--- src/rtl/keypad_scanner.sv ---
// keypad_scanner
// Scans a 4x4 active-low matrix keypad, synchronises and debounces the
// column returns, and presents the last accepted key as a sticky 4-bit code.
//
// Ports:
//   clk        in   system clock (single domain)
//   rst        in   synchronous, active-high reset
//   col[3:0]   in   raw keypad columns, pulled up, active-low, asynchronous
//   row[3:0]   out  registered row drive, active-low
//   key_data   out  code of the last accepted key (cleared only by reset)
//   key_valid  out  high while the accepted key is held
//   key_pulse  out  one-cycle strobe when a press is accepted
module keypad_scanner #(
    parameter int SCAN_DIV     = 50000,
    parameter int DEBOUNCE_CNT = 20
) (
    input  logic       clk,
    input  logic       rst,
    input  logic [3:0] col,
    output logic [3:0] row,
    output logic [3:0] key_data,
    output logic       key_valid,
    output logic       key_pulse
);

    localparam int DIV_W = (SCAN_DIV > 1) ? $clog2(SCAN_DIV) : 1;
    localparam int CNT_W = $clog2(DEBOUNCE_CNT + 1);
    localparam logic [DIV_W-1:0] DIV_LAST = DIV_W'(SCAN_DIV - 1);
    localparam logic [CNT_W-1:0] CNT_LAST = CNT_W'(DEBOUNCE_CNT - 1);

    typedef enum logic [1:0] {
        IDLE     = 2'd0,
        SCAN     = 2'd1,
        DEBOUNCE = 2'd2,
        HELD     = 2'd3
    } state_t;

    // Keypad legend: rows 0..2 are digits plus A/B/C, row 3 is *,0,#,D
    // with * and # encoded as E and F.
    function automatic logic [3:0] key_code(input logic [1:0] r, input logic [1:0] c);
        logic [3:0] code;
        case ({r, c})
            4'b00_00: code = 4'h1;
            4'b00_01: code = 4'h2;
            4'b00_10: code = 4'h3;
            4'b00_11: code = 4'hA;
            4'b01_00: code = 4'h4;
            4'b01_01: code = 4'h5;
            4'b01_10: code = 4'h6;
            4'b01_11: code = 4'hB;
            4'b10_00: code = 4'h7;
            4'b10_01: code = 4'h8;
            4'b10_10: code = 4'h9;
            4'b10_11: code = 4'hC;
            4'b11_00: code = 4'hE;
            4'b11_01: code = 4'h0;
            4'b11_10: code = 4'hF;
            4'b11_11: code = 4'hD;
            default:  code = 4'h0;
        endcase
        return code;
    endfunction

    // Index of the lowest column that is pulled low (lowest column wins).
    function automatic logic [1:0] lowest_low(input logic [3:0] c);
        logic [1:0] idx;
        if (!c[0]) begin
            idx = 2'd0;
        end else if (!c[1]) begin
            idx = 2'd1;
        end else if (!c[2]) begin
            idx = 2'd2;
        end else begin
            idx = 2'd3;
        end
        return idx;
    endfunction

    // Active-low drive pattern for a single selected row.
    function automatic logic [3:0] row_drive(input logic [1:0] r);
        logic [3:0] drv;
        case (r)
            2'd0:    drv = 4'b1110;
            2'd1:    drv = 4'b1101;
            2'd2:    drv = 4'b1011;
            2'd3:    drv = 4'b0111;
            default: drv = 4'b1111;
        endcase
        return drv;
    endfunction

    logic [3:0]       col_m_q, col_s_q;
    state_t           state_q, state_d;
    logic [1:0]       row_idx_q, row_idx_d;
    logic [1:0]       col_idx_q, col_idx_d;
    logic [DIV_W-1:0] div_q, div_d;
    logic [CNT_W-1:0] cnt_q, cnt_d;
    logic [3:0]       row_q, row_d;
    logic [3:0]       key_data_q, key_data_d;
    logic             key_valid_q, key_valid_d;
    logic             key_pulse_q, key_pulse_d;

    // Two-flop synchroniser for the asynchronous column inputs; idles at
    // "no key" so reset never looks like a press.
    always_ff @(posedge clk) begin
        if (rst) begin
            col_m_q <= 4'hF;
            col_s_q <= 4'hF;
        end else begin
            col_m_q <= col;
            col_s_q <= col_m_q;
        end
    end

    // Next-state, counter and output computation for the scan FSM.
    always_comb begin
        state_d     = state_q;
        row_idx_d   = row_idx_q;
        col_idx_d   = col_idx_q;
        div_d       = div_q;
        cnt_d       = cnt_q;
        key_data_d  = key_data_q;
        key_valid_d = key_valid_q;
        key_pulse_d = 1'b0;

        case (state_q)
            IDLE: begin
                // All rows driven low, so any key shows up on col_s.
                if (col_s_q != 4'hF) begin
                    state_d   = SCAN;
                    row_idx_d = 2'd0;
                    div_d     = '0;
                end else begin
                    div_d = '0;
                end
            end
            SCAN: begin
                // Sampling at the end of the row window leaves room for the
                // synchroniser to reflect this row's drive.
                if (div_q == DIV_LAST) begin
                    if (col_s_q != 4'hF) begin
                        col_idx_d = lowest_low(col_s_q);
                        cnt_d     = '0;
                        div_d     = '0;
                        state_d   = DEBOUNCE;
                    end else if (row_idx_q == 2'd3) begin
                        div_d   = '0;
                        state_d = IDLE;
                    end else begin
                        row_idx_d = row_idx_q + 2'd1;
                        div_d     = '0;
                    end
                end else begin
                    div_d = div_q + DIV_W'(1);
                end
            end
            DEBOUNCE: begin
                if (!col_s_q[col_idx_q]) begin
                    if (cnt_q == CNT_LAST) begin
                        state_d     = HELD;
                        cnt_d       = '0;
                        key_data_d  = key_code(row_idx_q, col_idx_q);
                        key_valid_d = 1'b1;
                        key_pulse_d = 1'b1;
                    end else begin
                        cnt_d = cnt_q + CNT_W'(1);
                    end
                end else begin
                    // Bounce: abandon this candidate and rescan from scratch.
                    cnt_d   = '0;
                    state_d = IDLE;
                end
            end
            HELD: begin
                if (col_s_q[col_idx_q]) begin
                    if (cnt_q == CNT_LAST) begin
                        cnt_d       = '0;
                        key_valid_d = 1'b0;
                        state_d     = IDLE;
                    end else begin
                        cnt_d = cnt_q + CNT_W'(1);
                    end
                end else begin
                    // Bounce on release only restarts the release count.
                    cnt_d = '0;
                end
            end
            default: begin
                state_d = IDLE;
            end
        endcase

        // Row drive is registered and follows the state being entered.
        case (state_d)
            IDLE:     row_d = 4'b0000;
            SCAN:     row_d = row_drive(row_idx_d);
            DEBOUNCE: row_d = row_drive(row_idx_d);
            HELD:     row_d = row_drive(row_idx_d);
            default:  row_d = 4'b0000;
        endcase
    end

    // State, counter and output registers.
    always_ff @(posedge clk) begin
        if (rst) begin
            state_q     <= IDLE;
            row_idx_q   <= 2'd0;
            col_idx_q   <= 2'd0;
            div_q       <= '0;
            cnt_q       <= '0;
            row_q       <= 4'b0000;
            key_data_q  <= 4'h0;
            key_valid_q <= 1'b0;
            key_pulse_q <= 1'b0;
        end else begin
            state_q     <= state_d;
            row_idx_q   <= row_idx_d;
            col_idx_q   <= col_idx_d;
            div_q       <= div_d;
            cnt_q       <= cnt_d;
            row_q       <= row_d;
            key_data_q  <= key_data_d;
            key_valid_q <= key_valid_d;
            key_pulse_q <= key_pulse_d;
        end
    end

    assign row       = row_q;
    assign key_data  = key_data_q;
    assign key_valid = key_valid_q;
    assign key_pulse = key_pulse_q;

endmodule
--- config.mk ---
export PLATFORM = sky130hd
export DESIGN_NAME = keypad_scanner
export DESIGN_NICKNAME = d
export VERILOG_FILES = /design/src/rtl/keypad_scanner.sv
export SDC_FILE = /design/constraint.sdc
export NUM_CORES = 1
export LEC_CHECK = 0
export BUFFER_PORTS_ARGS = -buffer_cell sky130_fd_sc_hd__buf_2
export CORE_MARGIN = 1.5
export CORE_UTILIZATION = 40
export CTS_CLUSTER_DIAMETER = 100
export DETAILED_ROUTE_END_ITERATION = 6
export SYNTH_ARGS = -nofsm -noshare
export SYNTH_HDL_FRONTEND = slang
export SYNTH_SLANG_ARGS = --single-unit
export TNS_END_PERCENT = 30
--- constraint.sdc ---
create_clock -name clk -period 4 [get_ports clk]
set_clock_uncertainty 0.1 [all_clocks]
set_input_delay 0.6 -clock clk [delete_from_list [all_inputs] [get_ports clk]]
set_output_delay 0.6 -clock clk [all_outputs]
set_load 0.02 [all_outputs]
==> flow_summary.yaml <==
floorplanning:
  num_rows: 27
  die_w_um: 78.3
  fp.dieArea_sq_mm: 0.00613
  coreArea_sq_mm: 0.00547
  start_util_pct: 41.4
  die_h_um: 78.3
  num_io_pins: 16
layout:
  nets: 276
  regArea_sq_um: 901
  multiInputGateArea_sq_mm: 0.00122
  antenna_cells: 0
  final_area_sq_mm: 0.00244
  drive_gt1_share_pct: 16.3
  fill_cells: 554
  syn2layout_area_growth_pct: 7.56
setup_path:
  cp-end-kind: "flip-flop"
  reg2reg_setup_slack_ps: 1330
  crit_type: "flip-flop to flip-flop"
  r2r_cells: 5
  arrival_ps: 2700
  timing.rr.start: "div_q[6]$_SDFFE_PP0N_"
  critPathMaxFanout: 18
  r2r_end: "div_q[14]$_SDFFE_PP0N_"
  cp-start-kind: "flip-flop"
  cp_data_required_time_ps: 4040
routing:
  viasPerCell: 5.46
  ant_nets: 0
  drtIter0Drc: 97
  wl_per_cell_um: 13.2
  vias: 1828
  drt-pass1-iter-count: 4
  drc: 0
  drt-total-wl_um: 4420
place:
  place.gp.congestion: 0.841
  place_ws_ps: 1360
  io_buffers: 15
  hpwl_um: 2960
  placed_area_sq_mm: 0.00234
logic_synthesis:
  ys_seq_area_share_pct: 39.7
  netlist-cell-type-count: 55
  synthesis.nets: 267
  ys_ff_latch: 45
  synth_area_sq_mm: 0.00227
  synth_area_leaders: "dfxtp_1, nor2_1, ha_1, a21oi_1, o21ai_0"
  ys.flop_type: "dfxtp_1"
  yosysMostFrequentCell: "dfxtp_1"
  synth_common_cells: "dfxtp_1, nor2_1, nand2_1"
  synth_top_area_share_pct: 39.7
  syn_avg_cell_area_sq_um: 8.93
  async_flop_share_pct: 0
  ys_warn_count: 0
  synth_edf_count: 0
  post-synth-top-area-cell: "dfxtp_1"
  synthCells: 254
pwr:
  peakVddDrop_uv: 154
  clkPwrFrac_pct: 39.1
  powerDensity_mw_per_mm2: 347
  switchingPower_uw: 190
  seqPwrFrac_pct: 54.7
  p_int_uw: 656
  swShare_pct: 22.4
  pwr-share-comb_pct: 6.2
  power.leakage_uw: 0.000874
global_route:
  antenna_found_initial: 0
  grt_pass1_vias: 1617
  grt_pass1_wl_um: 7450
  grt_usage_pct: 15.3
  grt_max_degree: 43
  grt-ovfl-total: 0
hold_path:
  hp-class: "flip-flop to flip-flop"
  worst_hold_path.endpoint: "col_s_q[1]$_SDFF_PP1_"
  min_delay_path_depth: 1
  hp-start: "col_m_q[1]$_SDFF_PP1_"
clock_tree:
  clock-sinks: 45
  cts-resized-gates: 0
  clk_pin_slew_ps: 80
  cts_max_level: 2
  cts_buffer_depth: 2
  cts_tree: "yes"
  clk_latency_ps: 290
  root_buffer: "clkbuf_8"
  numCtsBuffers: 5
  holdBufCountCts: 0
  postCtsSetupBuffers: 0
sta:
  max_slew.worst_pin.slew_ps: 1020
  finalWorstSetupSlack_ps: 1330
  fin_setup_tns_ps: 0
  relSlewSlack_pct: 32.0
  report.final.hold_viol_count: 0
  max_freq_ghz: 0.375
  fin_crit_ps: 2670
  setup_viol: 0
  final.period_utilization_pct: 66.7
  rsz0062_at_grt: "false"
  slew_viol_final: 0
job:
  max_cap_violations: 0
run_status:
  status: "completed"
[layout make-up]
cell class / instances / share of cell area (%)
clock buffer: 5 / 2.82
clock inverter: 2 / 1.44
inverter: 14 / 2.15
multi-input combinational: 182 / 49.9
sequential: 45 / 36.9
tap: 72 / 3.69
timing repair buffer: 15 / 3.08
[state kept, by name, indices dropped and copies added (netlist names)]
signal and cells:
col_s_q 4, col_m_q 4, key_valid 1, key_data 4
state_q 2, key_pulse 1, cnt_q 5, row 4
col_idx_q 2, div_q 16, row_idx_q 2
[critical path: stages, from the launching register on]
cell and delay, ps:
dfxtp_1 420, or4b_1 510, nor4_4 640, nor2_1 430, a41oi_1 330, a311oi_1 80
[how the worst max path moves through the flow]
stage / startpoint / end / slack [ps] / depth (start not counted)
detailed placement: div_q[4]$_SDFFE_PP0N_ / div_q[14]$_SDFFE_PP0N_ / 1360 / 5
CTS: div_q[4]$_SDFFE_PP0N_ / div_q[14]$_SDFFE_PP0N_ / 1340 / 5
floorplan: col_idx_q[1]$_SDFFE_PP0P_ / key_data[0]$_SDFFE_PP0P_ / 1990 / 5
finish: div_q[6]$_SDFFE_PP0N_ / div_q[14]$_SDFFE_PP0N_ / 1330 / 5
global placement: div_q[6]$_SDFFE_PP0N_ / div_q[13]$_SDFFE_PP0N_ / 1430 / 5
global route: state_q[1]$_SDFF_PP0_ / div_q[5]$_SDFFE_PP0N_ / 1140 / 4
[cell families (layout without fill, tap and decap cells)]
kind of cell | Yosys count | in the layout | share of synthesized area (%)
AOI/OAI and AO/OA | 70 | 70 | 20.6
buffers and inverters | 27 | 36 | 6.62
DFF | 45 | 45 | 39.7
muxes | 8 | 8 | 4.52
and+or+nand+nor | 96 | 96 | 24.3
xor gates and xnor gates | 1 | 1 | 0.386
adders and majority gates | 7 | 7 | 3.86
[per-layer routing]
metal	vias to the layer above	global-route usage (%)	part of all wire [%]
met2	31	25.3	46
met4	0	5.36	1.4
met1	848	19.6	49
met5	-	0	0
li1	944	-	-
met3	5	3.26	3.3
[cell usage in the layout (no fill, tap or decap), types with 3 or more instances in the layout]
master,instances
a311oi_1,6
clkbuf_8,5
buf_2,15
a31oi_1,3
inv_1,13
nand2_1,18
nand3_1,8
o21ai_0,15
nor2_1,25
a211oi_1,8
nand3b_1,3
a21oi_1,17
nor3_1,7
mux2i_1,5
nand4_1,3
ha_1,7
dfxtp_1,45
or2_2,8
a22oi_1,8
[stage by stage]
step	utilization [%]	power, uW	std cells	hold WS, ps
final	44.6	846	335	311
after CTS	44.6	858	335	316
after detailed placement	42.7	526	328	295
after floorplan	-	515	254	289
after global routing	44.6	878	335	327
after global placement	42.7	526	328	292
[power groups by stage]
stage / Combinational, uW / Sequential, uW / Clock [uW]
6_report: 52.7 / 463 / 330
4_1_cts: 53.2 / 463 / 342
5_1_grt: 59.6 / 464 / 354
3_5_place_dp: 53.1 / 473 / 0
3_3_place_gp: 52.9 / 473 / 0
2_1_floorplan: 41.2 / 474 / 0
Power figures use the tool's default switching activity.
